==> src/rtl/adc_trigger_gen.sv <==
`default_nettype none
// ============================================================================
// Module  : adc_trigger_gen
// Brief   : Hysteresis trigger on a synchronised ADC stream, with period
//           measurement and lock detection. Define ADC_TRIG_GLITCH_FILTER_EN
//           to require two consecutive samples before trig_out changes.
// Revision: 1.0 - initial release
// ============================================================================
module adc_trigger_gen #(
  parameter int PERIOD_W   = 16,
  parameter int TOL        = 2,
  parameter int STABLE_CNT = 4
) (
  input  logic                clk,
  input  logic                rst_n,
  input  logic                adc_clk,
  input  logic [11:0]         adc_data,
  input  logic [11:0]         trig_level,
  input  logic [11:0]         trig_hyst,
  output logic                trig_out,
  output logic                stable,
  output logic [PERIOD_W-1:0] period,
  output logic                period_valid
);

  localparam int                  c_match_w    = $clog2(STABLE_CNT + 1);
  localparam logic [PERIOD_W-1:0] c_cnt_max    = '1;
  localparam logic [PERIOD_W-1:0] c_cnt_near   = c_cnt_max - PERIOD_W'(1);
  localparam logic [PERIOD_W-1:0] c_tol        = PERIOD_W'(TOL);
  localparam logic [c_match_w-1:0] c_match_full = c_match_w'(STABLE_CNT);

  typedef enum logic [1:0] {
    WAIT_EDGE = 2'd0,
    MEASURE   = 2'd1,
    LOCKED    = 2'd2
  } state_t;

  // --------------------------------------------------------------------------
  // adc_clk synchroniser, edge detect and sample capture
  // --------------------------------------------------------------------------
  logic        r_adc_s1;
  logic        r_adc_s2;
  logic        r_adc_prev;
  logic        r_eval;
  logic [11:0] r_sample;
  logic        w_strobe;
  logic        w_eval;

  assign w_strobe = r_adc_s2 & ~r_adc_prev;

  always_ff @(posedge clk or negedge rst_n) begin
    if (!rst_n) begin
      r_adc_s1   <= 1'b0;
      r_adc_s2   <= 1'b0;
      r_adc_prev <= 1'b0;
      r_eval     <= 1'b0;
      r_sample   <= '0;
    end else begin
      r_adc_s1   <= adc_clk;
      r_adc_s2   <= r_adc_s1;
      r_adc_prev <= r_adc_s2;
      r_eval     <= w_strobe;
      if (w_strobe) begin
        r_sample <= adc_data;
      end
    end
  end

  // --------------------------------------------------------------------------
  // Saturated thresholds and comparator
  // --------------------------------------------------------------------------
  logic [12:0] w_sum;
  logic [12:0] w_diff;
  logic [11:0] w_hi_th;
  logic [11:0] w_lo_th;
  logic        w_hi_hit;
  logic        w_lo_hit;
  logic        w_set;
  logic        w_clr;
  logic        w_trig_next;
  logic        w_rise;

  assign w_sum    = {1'b0, trig_level} + {1'b0, trig_hyst};
  assign w_diff   = {1'b0, trig_level} - {1'b0, trig_hyst};
  assign w_hi_th  = w_sum[12]  ? 12'hFFF : w_sum[11:0];
  assign w_lo_th  = w_diff[12] ? 12'h000 : w_diff[11:0];
  assign w_hi_hit = (r_sample >= w_hi_th);
  assign w_lo_hit = (r_sample <  w_lo_th);

`ifdef ADC_TRIG_GLITCH_FILTER_EN
  // The extra evaluation stage keeps the filtered path one clk behind.
  logic r_eval_d;
  logic r_hi_prev;
  logic r_lo_prev;

  always_ff @(posedge clk or negedge rst_n) begin
    if (!rst_n) begin
      r_eval_d  <= 1'b0;
      r_hi_prev <= 1'b0;
      r_lo_prev <= 1'b0;
    end else begin
      r_eval_d <= r_eval;
      if (w_eval) begin
        r_hi_prev <= w_hi_hit;
        r_lo_prev <= w_lo_hit;
      end
    end
  end

  assign w_eval = r_eval_d;
  assign w_set  = w_hi_hit & r_hi_prev;
  assign w_clr  = w_lo_hit & r_lo_prev;
`else
  assign w_eval = r_eval;
  assign w_set  = w_hi_hit;
  assign w_clr  = w_lo_hit;
`endif

  assign w_trig_next = w_set ? 1'b1 : (w_clr ? 1'b0 : trig_out);
  assign w_rise      = w_eval & w_trig_next & ~trig_out;

  always_ff @(posedge clk or negedge rst_n) begin
    if (!rst_n) begin
      trig_out <= 1'b0;
    end else if (w_eval) begin
      trig_out <= w_trig_next;
    end
  end

  // --------------------------------------------------------------------------
  // Period measurement and lock FSM
  // --------------------------------------------------------------------------
  state_t               r_state;
  logic [PERIOD_W-1:0]  r_cnt;
  logic [PERIOD_W-1:0]  r_prev_p;
  logic                 r_prev_vld;
  logic [c_match_w-1:0] r_match;
  logic [PERIOD_W-1:0]  w_delta;
  logic                 w_in_tol;
  logic [c_match_w-1:0] w_match_next;
  logic                 w_timeout;

  // A sample that would push cnt to saturation ends the measurement, even if
  // it is also a rising event.
  assign w_timeout = w_eval && (r_state != WAIT_EDGE) && (r_cnt >= c_cnt_near);

  assign w_delta  = (r_cnt >= r_prev_p) ? (r_cnt - r_prev_p) : (r_prev_p - r_cnt);
  assign w_in_tol = r_prev_vld && (w_delta <= c_tol);

  assign w_match_next = !w_in_tol                ? '0      :
                        (r_match == c_match_full) ? r_match :
                                                    r_match + c_match_w'(1);

  always_ff @(posedge clk or negedge rst_n) begin
    if (!rst_n) begin
      r_state      <= WAIT_EDGE;
      r_cnt        <= '0;
      r_prev_p     <= '0;
      r_prev_vld   <= 1'b0;
      r_match      <= '0;
      period       <= '0;
      period_valid <= 1'b0;
      stable       <= 1'b0;
    end else begin
      period_valid <= 1'b0;
      if (w_timeout) begin
        r_state    <= WAIT_EDGE;
        r_cnt      <= c_cnt_max;
        r_prev_p   <= '0;
        r_prev_vld <= 1'b0;
        r_match    <= '0;
        stable     <= 1'b0;
      end else if (w_rise) begin
        r_cnt <= PERIOD_W'(1);
        if (r_state == WAIT_EDGE) begin
          r_state <= MEASURE;
        end else begin
          period       <= r_cnt;
          period_valid <= 1'b1;
          r_prev_p     <= r_cnt;
          r_prev_vld   <= 1'b1;
          r_match      <= w_match_next;
          if (w_match_next == c_match_full) begin
            r_state <= LOCKED;
            stable  <= 1'b1;
          end else begin
            r_state <= MEASURE;
            stable  <= 1'b0;
          end
        end
      end else if (w_eval && (r_cnt != c_cnt_max)) begin
        r_cnt <= r_cnt + PERIOD_W'(1);
      end
    end
  end

endmodule
`default_nettype wire

==> config.mk <==
export PLATFORM = sky130hd
export DESIGN_NAME = adc_trigger_gen
export DESIGN_NICKNAME = d
export VERILOG_FILES = /design/src/rtl/adc_trigger_gen.sv
export SDC_FILE = /design/constraint.sdc
export NUM_CORES = 1
export LEC_CHECK = 0
export CAP_MARGIN = 25
export CELL_PAD_IN_SITES_DETAIL_PLACEMENT = 1
export CELL_PAD_IN_SITES_GLOBAL_PLACEMENT = 1
export CORE_MARGIN = 3
export CORE_UTILIZATION = 35
export DETAILED_ROUTE_END_ITERATION = 10
export PLACE_DENSITY_LB_ADDON = 0.15
export SLEW_MARGIN = 5
export SYNTH_ARGS = -nofsm -noshare
export SYNTH_HDL_FRONTEND = slang
export SYNTH_SLANG_ARGS = --single-unit
==> constraint.sdc <==
create_clock -name clk -period 3.85 [get_ports clk]
set_input_delay 0.9625 -clock clk [delete_from_list [all_inputs] [get_ports clk]]
set_output_delay 0.9625 -clock clk [all_outputs]
set_load 0.02 [all_outputs]
### Word level (Yosys, flattened, before mapping)

Index checks and enable logic that the tools add are counted.
W data, S select, Z words.

| word-level totals | value |
|---|---|
| register bits | 73 |
| output and inout port bits | 19 |
| logic and storage cells | 76 |
| bits of input ports | 39 |

| cells by class | value |
|---|---|
| reduce and logical (&&, ||, !) cells | 10 |
| equality and inequality tests | 4 |
| muxes and demuxes | 30 |
| bitwise gates (word level) | 7 |
| $lt $le $gt $ge | 5 |
| add/subtract/negate cells | 6 |

Operators by type and width:

| operator | count |
|---|---|
| $mux W16 | 7 |
| $sub A16 B16 Y16 | 2 |
| $mux W12 | 2 |
| $add A16 B1 Y16 const B | 1 |
| $ge A16 B16 Y1 | 1 |
| $ge A16 B16 Y1 const B | 1 |
| $le A16 B2 Y1 const B | 1 |
| $ne A16 B16 Y1 const B | 1 |
| $mux W3 | 5 |
| $add A12 B12 Y13 | 1 |
| $sub A12 B12 Y13 | 1 |
| $ge A12 B12 Y1 | 1 |
| $lt A12 B12 Y1 | 1 |
| $mux W1 | 12 |
| $mux W2 | 4 |
| $eq A3 B3 Y1 const B | 2 |
| $logic_and A1 B1 Y1 | 4 |
| $not A1 Y1 | 4 |
| $reduce_bool A2 Y1 | 2 |
| $add A3 B1 Y3 const B | 1 |
| $and A1 B1 Y1 | 3 |
| $reduce_and A3 Y1 | 1 |
| $reduce_bool A3 Y1 | 1 |
| $logic_not A2 Y1 | 1 |
| 2 further kinds | 2 |

### Logic depth before layout (Yosys ltp)

Gate-level depths: netlist of the first run.

| depth | value |
|---|---|
| depth in word-level cells | 10 |
| mapped depth | 27 |
| depth with buffers taken out | 24 |

### Worst setup path after synthesis of the first run

Ideal clock, no wire load.

| path | value |
|---|---|
| path type | input-to-reg |
| from | in trig_level[0] |
| to | reg r_prev_p[10] |
| data arrival time | 5486 ps |
| path buffers | 4 |
| stages on the path | 26 |
| data required time | 3709 ps |
| path slack | -1777 ps |
| setup time | 141 ps |
| path through | ha_1 -> inv_1 -> fa_1 -> o21bai_1 -> a21oi_1 -> o21ai_0 -> a21oi_1 -> o21bai_1 -> a21oi_1 -> o31ai_1 -> a21oi_1 -> o21bai_1 -> clkbuf_1 -> nor3_1 -> ha_1 -> a21o_1 -> a21o_1 -> a2111oi_0 -> o31ai_1 -> a22oi_1 -> nor2_1 -> clkbuf_1 -> nand3_1 -> clkbuf_1 -> clkbuf_1 -> o22ai_1 |

| on the way | value |
|---|---|
| word-level cells in the longest chain between the ends | 9 |
| elaborated cells on any way between the ends | 12 |
| those cells by class | add/sub (2); order compare (2); mux (4); bitwise (2); reduce/logical (2) |

RTL lines:

| item | line | RTL |
|---|---|---|
| from (decl) | 18 | `input logic [11:0] trig_level,` |
| $sub A12 B12 Y13 | 84 | `assign w_diff = {1'b0, trig_level} - {1'b0, trig_hyst};` |
| $mux W12 | 86 | `assign w_lo_th = w_diff[12] ? 12'h000 : w_diff[11:0];` |
| $lt A12 B12 Y1 | 88 | `assign w_lo_hit = (r_sample < w_lo_th);` |
| $mux W1 | 119 | `assign w_trig_next = w_set ? 1'b1 : (w_clr ? 1'b0 : trig_out);` |
| $mux W1 * | 119 |  |
| $and A1 B1 Y1 * (2 in a row) | 120 | `assign w_rise = w_eval & w_trig_next & ~trig_out;` |
| $reduce_bool A2 Y1 (no source line) * | n/a |  |
| $reduce_and A2 Y1 (no source line) * | n/a |  |
| to (signal assigned) | 180 | `r_prev_p <= r_cnt;` |
| to (decl) | 135 | `logic [PERIOD_W-1:0] r_prev_p;` |

Mark *: on every way between the ends. The rest lies on a longest branch, timed or not.
A chain may end at the register's enable or synchronous reset.

### Final worst setup path of the first run

| path | value |
|---|---|
| from | in trig_level[0] |
| to | reg r_match[1] |

| on the way | value |
|---|---|
| word-level cells in the longest chain between the ends | 9 |
| elaborated cells on any way between the ends | 12 |
| those cells by class | add/sub (2); order compare (2); mux (4); bitwise (2); reduce/logical (2) |

RTL lines:

| item | line | RTL |
|---|---|---|
| $sub A12 B12 Y13 | 84 |  |
| $mux W12 | 86 |  |
| $lt A12 B12 Y1 | 88 |  |
| $mux W1 | 119 |  |
| $mux W1 * | 119 |  |
| $and A1 B1 Y1 * (2 in a row) | 120 |  |
| $reduce_bool A2 Y1 (no source line) * | n/a |  |
| $reduce_and A2 Y1 (no source line) * | n/a |  |
| to (signal assigned) | 182 | `r_match <= w_match_next;` |
| to (decl) | 137 | `logic [c_match_w-1:0] r_match;` |

Marked as above.

==> flow_summary_export.csv, run 1 <==
group,metric,value,unit
outcome,run_status,"complete, but fails checks",
outcome,violations,"negative setup slack",
worst_setup_path,crit_type,"primary input to flip-flop",
route,avgRoutedWirePerCell,19.8,um
hold_path,min_path_cells,0,
layout,postLayoutCoreUtil,53.1,%
floorplan,dieArea,0.0200,mm2
synthesis,synthDominantCellAreaShare,28.4,%
synthesis,synthesis.area,0.00643,mm2
hold_path,hold_path_end,"r_adc_s2",
synthesis,synth_warnings,0,
synthesis,synth.distinct_cells,69,
power,power_leakage,4.36,nW
flow_run,drv.max_cap_violation_count,0,
synthesis,asr_flop_ratio_synth,100,%
route,drt-initial-drc-count,209,
place,dp_wirelength,17100,um
floorplan,chipWidth,142,um
synthesis,synthFlopType,"dfrtp_1",
route,drc,0,
power,total_power,0.00789,W
timing,max_freq,201,MHz
place,post-place-cells,1150,
worst_setup_path,start_kind,"primary input",
worst_setup_path,crit_required,4100,ps
worst_setup_path,regToRegSetupSlack,-580,ps
synthesis,synth_area_leaders,"dfrtp_1 28%, ha_1 16%, o21ai_0 5.8%",
hold_path,holdCritStartpoint,"r_adc_s1",
synthesis,synthMostInstantiatedCell,"ha_1",
route,drt_first_pass_iters,5,
cts,cts.sinks,73,
cts,tritoncts,"built",
cts,holdBufCountCts,0,
layout,stdcell_count,1207,
timing,finalSetupViolCount,57,
timing,final.min_clock_period,4970,ps
layout,n_antenna_cell,0,
synthesis,net_count_after_synthesis,892,
floorplan,chipHeight,142,um
worst_setup_path,worst_r2r_endpoint,"stable",
timing,tightestPinTransition,876,ps
cts,root_buffer,"clkbuf_16",
cts,htree_num_levels,3,
cts,clk_pin_slew_worst_paths,60,ps
timing,rsz_0062_raised_after_global_routing,"true",
timing,period_share,129,%
place,place_congestion,0.867,
cts,cts_inserted_buffers,9,
global_routing,first_global_vias,7192,
synthesis,synth-edff-count,0,
floorplan,std_cell_rows,48,
place,port_buffers,57,
timing,finalHoldViolations,0,
worst_setup_path,worst-path-max-fanout,5,
route,dr_total_vias,6686,
hold_path,holdCritPathClass,"flip-flop to flip-flop",
synthesis,yosys_register_bits,73,
floorplan,ios,58,
global_routing,groute.usage.overall,22.8,%
global_routing,grt_first_pass_wirelength,37200,um
timing,timing_max_transition_violations_final,0,
route,avgViaCountPerCell,5.54,
cts,clock_insertion_delay_at_the_later_pin_of_the_skew_report,340,ps
synthesis,seq_total_area_yosys,28.4,%
global_routing,grt_overflow,0,
global_routing,antenna_violations_before_repair,0,
worst_setup_path,critPathLaunch,"trig_level[0]",
timing,worst_case_headroom_to_the_max_slew_limit,41.1,%
timing,fin_worst_skew,8.16,ps
layout,layout-drive-gt1-share,31.1,%
route,finalWirelength,23900,um
power,power_density_normalized_to_cell_area,841,mW/mm2
synthesis,yosysTopAreaCell,"dfrtp_1",
worst_setup_path,worstPathArrival,5220,ps
synthesis,synth.cells.most_frequent,"82 x ha_1, 75 x o21ai_0, 73 x dfrtp_1, 70 x inv_1, 58 x nand2_1",
synthesis,netlist_instances,767,
timing,final.setup.worst_slack,-1120,ps
route,drt.antenna.violating_nets,0,
layout,syn_to_final_growth,45.8,%
global_routing,grt_max_degree,74,
floorplan,initial_cell_density_of_the_core,36.4,%
power,max-vdd-ir-drop,0.000483,V
worst_setup_path,r2r.worst_path.cells,12,
cts,cts_max_path_buffers,2,
synthesis,synthesis.area_per_instance,8.38,um2
worst_setup_path,rr_startpoint,"r_cnt[0]",
layout,num-nets-final,1102,
floorplan,core-area,0.0177,mm2
worst_setup_path,critPathCaptureType,"flip-flop",
final cells by class:
type | instances | area (um2)
flip-flops and latches | 73 | 1830
clock inverters | 5 | 77.6
well taps | 225 | 282
repair buffers | 231 | 2060
inverters | 71 | 272
multi-input cells | 591 | 4610
fillers | 2052 | 8280
clock buffers | 11 | 253
where the power goes:
part | switching [W] | internal, W
clock network | 0.000328 | 0.000600
logic | 0.00317 | 0.00248
registers | 0.000257 | 0.00105
total | 0.00375 | 0.00413
worst max-delay path, stage by stage:
cell	delay, ps
buf_8	80
ha_4	130
inv_2	30
fa_2	330
o21bai_1	190
a21oi_2	100
o21ai_2	150
a21oi_2	70
o21bai_1	190
a21oi_2	100
o31ai_2	270
a21oi_1	120
o21bai_1	170
buf_4	180
nor3_4	50
ha_1	310
a21o_1	170
a21o_1	180
a2111oi_4	310
o31ai_2	140
a22oi_2	250
nor2_4	110
o21ai_2	200
inv_4	90
buf_4	160
o21ai_1	150
state kept, by name (all words and copies together) (netlist names):
signal and cells:
period 16, r_cnt 16, r_prev_p 16, r_sample 12, r_match 3, r_state 2
period_valid 1, r_adc_prev 1, r_adc_s1 1, r_adc_s2 1, r_eval 1, r_prev_vld 1
stable 1, trig_out 1
logic make-up after synthesis:
kind of cell               after synthesis  share of synthesized area (%)
adders and majority gates               86                           17.2
AOI/OAI and AO/OA                      237                           23.2
muxes                                   18                           3.04
buffers and inverters                  103                           6.48
and+or+nand+nor                        212                           16.5
DFF                                     73                           28.4
xor gates and xnor gates                38                           5.18
metal layers:
| layer | wire (um) | track usage [%] | share of wire, % | vias up |
|---|---|---|---|---|
| met1 | 9830 | 27.5 | 41 | 3375 |
| li1 | - | - | - | 3156 |
| met4 | 588 | 7.78 | 2.5 | 0 |
| met5 | 0 | 0 | 0 | - |
| met2 | 13000 | 42.5 | 54 | 118 |
| met3 | 470 | 1.82 | 2.0 | 37 |
worst max path at each step:
stage                   end  cells past startpoint
2_1_floorplan  r_prev_p[10]                     26
3_3_place_gp     r_match[2]                     26
3_5_place_dp    r_prev_p[4]                     26
4_1_cts         r_prev_p[2]                     26
5_1_grt          r_match[2]                     28
6_report         r_match[1]                     26
metrics by stage:
| stage | hold WS [ps] | instance area [um2] | setup WS (ps) | setup TNS [ps] |
|---|---|---|---|---|
| 2_1_floorplan | 331 | 6540 | -1160 | -59020 |
| 3_3_place_gp | 334 | 8220 | -1860 | -98500 |
| 3_5_place_dp | 339 | 8220 | -2120 | -111810 |
| 4_1_cts | 352 | 9040 | -1010 | -52430 |
| 5_1_grt | 377 | 9370 | -1350 | -71190 |
| 6_report | 351 | 9370 | -1120 | -58530 |
repair_timing:
action                     in CTS  in global routing
setup endpoints to repair      57                 57
buffers inserted               34                 10
gates resized for setup        71                 73
gates cloned                    3                  4
pin swaps                      30                 44
layout by cell type (no fill, tap or decap), types with 5 or more instances in the layout:
cell type | synthesis | routed
a211oi_1 | 8 | 5
a21o_1 | 17 | 17
a21oi_1 | 55 | 47
a21oi_2 | 0 | 8
and3_1 | 9 | 9
buf_4 | 5 | 155
buf_6 | 1 | 10
clkbuf_16 | 0 | 12
clkdlybuf4s50_1 | 0 | 48
dfrtp_1 | 73 | 73
ha_1 | 82 | 76
ha_4 | 0 | 5
inv_1 | 70 | 63
inv_2 | 0 | 6
mux2_2 | 12 | 12
mux2i_1 | 6 | 6
nand2_1 | 58 | 47
nand2_2 | 1 | 7
nand2_4 | 0 | 5
nand2b_1 | 9 | 9
nand3_1 | 26 | 23
nand4_1 | 11 | 11
nor2_1 | 50 | 44
nor2_2 | 0 | 5
nor2b_1 | 10 | 9
nor3_1 | 11 | 8
o21a_1 | 5 | 5
o21ai_0 | 75 | 52
o21ai_1 | 2 | 11
o21ai_2 | 0 | 14
o21bai_1 | 6 | 6
o22ai_1 | 15 | 7
o22ai_2 | 0 | 8
xnor2_1 | 24 | 23
xor2_1 | 14 | 14
(Power assumes the default switching activity.)
==> inputs of run 2 (changes only) <==
--- a/config.mk
+++ b/config.mk
@@ -12,6 +12,7 @@
 export CORE_UTILIZATION = 35
 export DETAILED_ROUTE_END_ITERATION = 10
 export PLACE_DENSITY_LB_ADDON = 0.15
+export SETUP_SLACK_MARGIN = 0.5
 export SLEW_MARGIN = 5
 export SYNTH_ARGS = -nofsm -noshare
 export SYNTH_HDL_FRONTEND = slang
==> flow_summary_export.csv, run 2 (synthesis results as in run 1) <==
group,metric,value,unit
outcome,run_status,"complete, but fails checks",
global_routing,first_global_vias,7292,
route,drt-initial-drc-count,215,
floorplan,chipWidth,142,um
worst_setup_path,critPathLaunch,"trig_level[0]",
route,avgRoutedWirePerCell,19.2,um
outcome,violations,"negative setup slack",
layout,layout-drive-gt1-share,29.6,%
timing,setup_tns,-65490,ps
worst_setup_path,worstPathArrival,5340,ps
power,power_leakage,4.37,nW
timing,fin_worst_skew,4.12,ps
floorplan,chipHeight,142,um
route,finalWirelength,23300,um
layout,mostFrequentLayoutCell,"buf_4",
timing,max_freq,195,MHz
cts,cts_max_path_buffers,2,
layout,num-nets-final,1106,
cts,htree_num_levels,3,
global_routing,grt_max_degree,74,
flow_run,drv.max_cap_violation_count,0,
worst_setup_path,crit_required,4050,ps
route,avgViaCountPerCell,5.47,
route,dr_total_vias,6629,
timing,finalHoldViolations,0,
timing,rsz_0062_raised_after_global_routing,"true",
floorplan,dieArea,0.0200,mm2
worst_setup_path,critPathMaxStageDelay,330,ps
floorplan,std_cell_rows,48,
layout,biggestRegsByFlops,"period (16), r_cnt (16), r_prev_p (16)",
worst_setup_path,worst_path_max_delay_cell,"fa_2",
global_routing,groute.usage.overall,23.0,%
worst_setup_path,timing.critical_path.to,"trig_out",
floorplan,ios,58,
timing,period_share,133,%
cts,root_buffer,"clkbuf_16",
cts,tritoncts,"built",
global_routing,grt_first_pass_wirelength,37400,um
timing,finalSetupViolCount,57,
cts,clock_insertion_delay_at_the_later_pin_of_the_skew_report,330,ps
timing,final.hold.worst_slack,353,ps
timing,final.min_clock_period,5130,ps
cts,cts.sinks,73,
timing,tightestPinTransition,872,ps
floorplan,initial_cell_density_of_the_core,36.4,%
place,placement.cell_area,0.00822,mm2
timing,final.setup.worst_slack,-1280,ps
worst_setup_path,worst_r2r_endpoint,"stable",
global_routing,antenna_violations_before_repair,0,
timing,worst_case_headroom_to_the_max_slew_limit,41.4,%
timing,timing_max_transition_violations_final,0,
worst_setup_path,start_kind,"primary input",
global_routing,grt_overflow,0,
place,place_congestion,0.867,
worst_setup_path,critPathCaptureType,"flip-flop",
worst_setup_path,r2r.worst_path.cells,12,
power,power_density_normalized_to_cell_area,836,mW/mm2
power,max-vdd-ir-drop,0.000497,V
layout,n_antenna_cell,0,
route,drc,0,
layout,syn_to_final_growth,45.0,%
layout,finalInstanceArea,0.00933,mm2
worst_setup_path,rr_startpoint,"r_cnt[0]",
layout,most-common-layout-cells,"152 x buf_4, 76 x ha_1, 73 x dfrtp_1, 64 x inv_1, 56 x o21ai_0",
worst_setup_path,timing.critical_path.mode_cell,"buf_6",
worst_setup_path,regToRegSetupSlack,-550,ps
cts,clk_pin_slew_worst_paths,60,ps
hold_path,holdCritPathClass,"flip-flop to flip-flop",
route,drt_first_pass_iters,4,
place,dp_wirelength,17100,um
place,preCtsSetupSlack,-2120,ps
route,drt.antenna.violating_nets,0,
cts,cts_inserted_buffers,9,
floorplan,core-area,0.0177,mm2
worst_setup_path,crit_type,"primary input to flip-flop",
place,port_buffers,57,
worst_setup_path,worst-path-max-fanout,5,
run 2: layout make-up:
type,count,area (um2)
Fill cell,2064,8330
Multi-Input combinational cell,591,4510
Timing Repair Buffer,235,2110
Sequential cell,73,1830
Tap cell,225,282
Inverter,71,269
Clock buffer,11,253
Clock inverter,5,77.6
run 2: worst max-delay path: cells and delay by family:
kind	cells	cell delay, ps
AO/OA/AOI/OAI	16	2750
buffers and inverters	8	790
adder cells (fa/ha/maj)	3	780
AND/OR/NAND/NOR	1	50
run 2: worst min path at each step:
stage	end	depth (start not counted)	slack [ps]	start
floorplan	r_adc_s2	0	330	r_adc_s1
CTS	r_adc_s2	0	350	r_adc_s1
global route	r_adc_s2	0	380	r_adc_s1
global placement	r_adc_s2	0	330	r_adc_s1
finish	r_adc_s2	0	350	r_adc_s1
detailed placement	r_adc_s2	0	340	r_adc_s1
run 2: through the flow:
stage	power [W]	util, %	instances
detailed placement	0.00651	46.5	1150
finish	0.00779	52.8	1211
global placement	0.00631	46.5	1150
floorplan	0.00441	-	767
CTS	0.00763	51.4	1202
global route	0.00841	52.8	1211
run 2: timing repair:
action / in CTS / in global routing
gates resized for setup: 80 / 45
setup endpoints to repair: 57 / 57
pin swaps: 28 / 30
buffers inserted: 34 / 7
hold buffers: 0 / 0
cloned: 2 / 1
run 2: where the power goes:
group	switching [W]	internal [W]	total, W
Sequential	0.000250	0.00106	0.00130
Clock	0.000316	0.000600	0.000916
Combinational	0.00310	0.00247	0.00557
Total	0.00367	0.00413	0.00779
run 2: metal layers:
metal | global-route usage (%) | share of wire (%)
met1 | 27.1 | 42
met2 | 42.9 | 53
met3 | 2.80 | 1.8
met4 | 7.88 | 3.1
met5 | 0 | 0
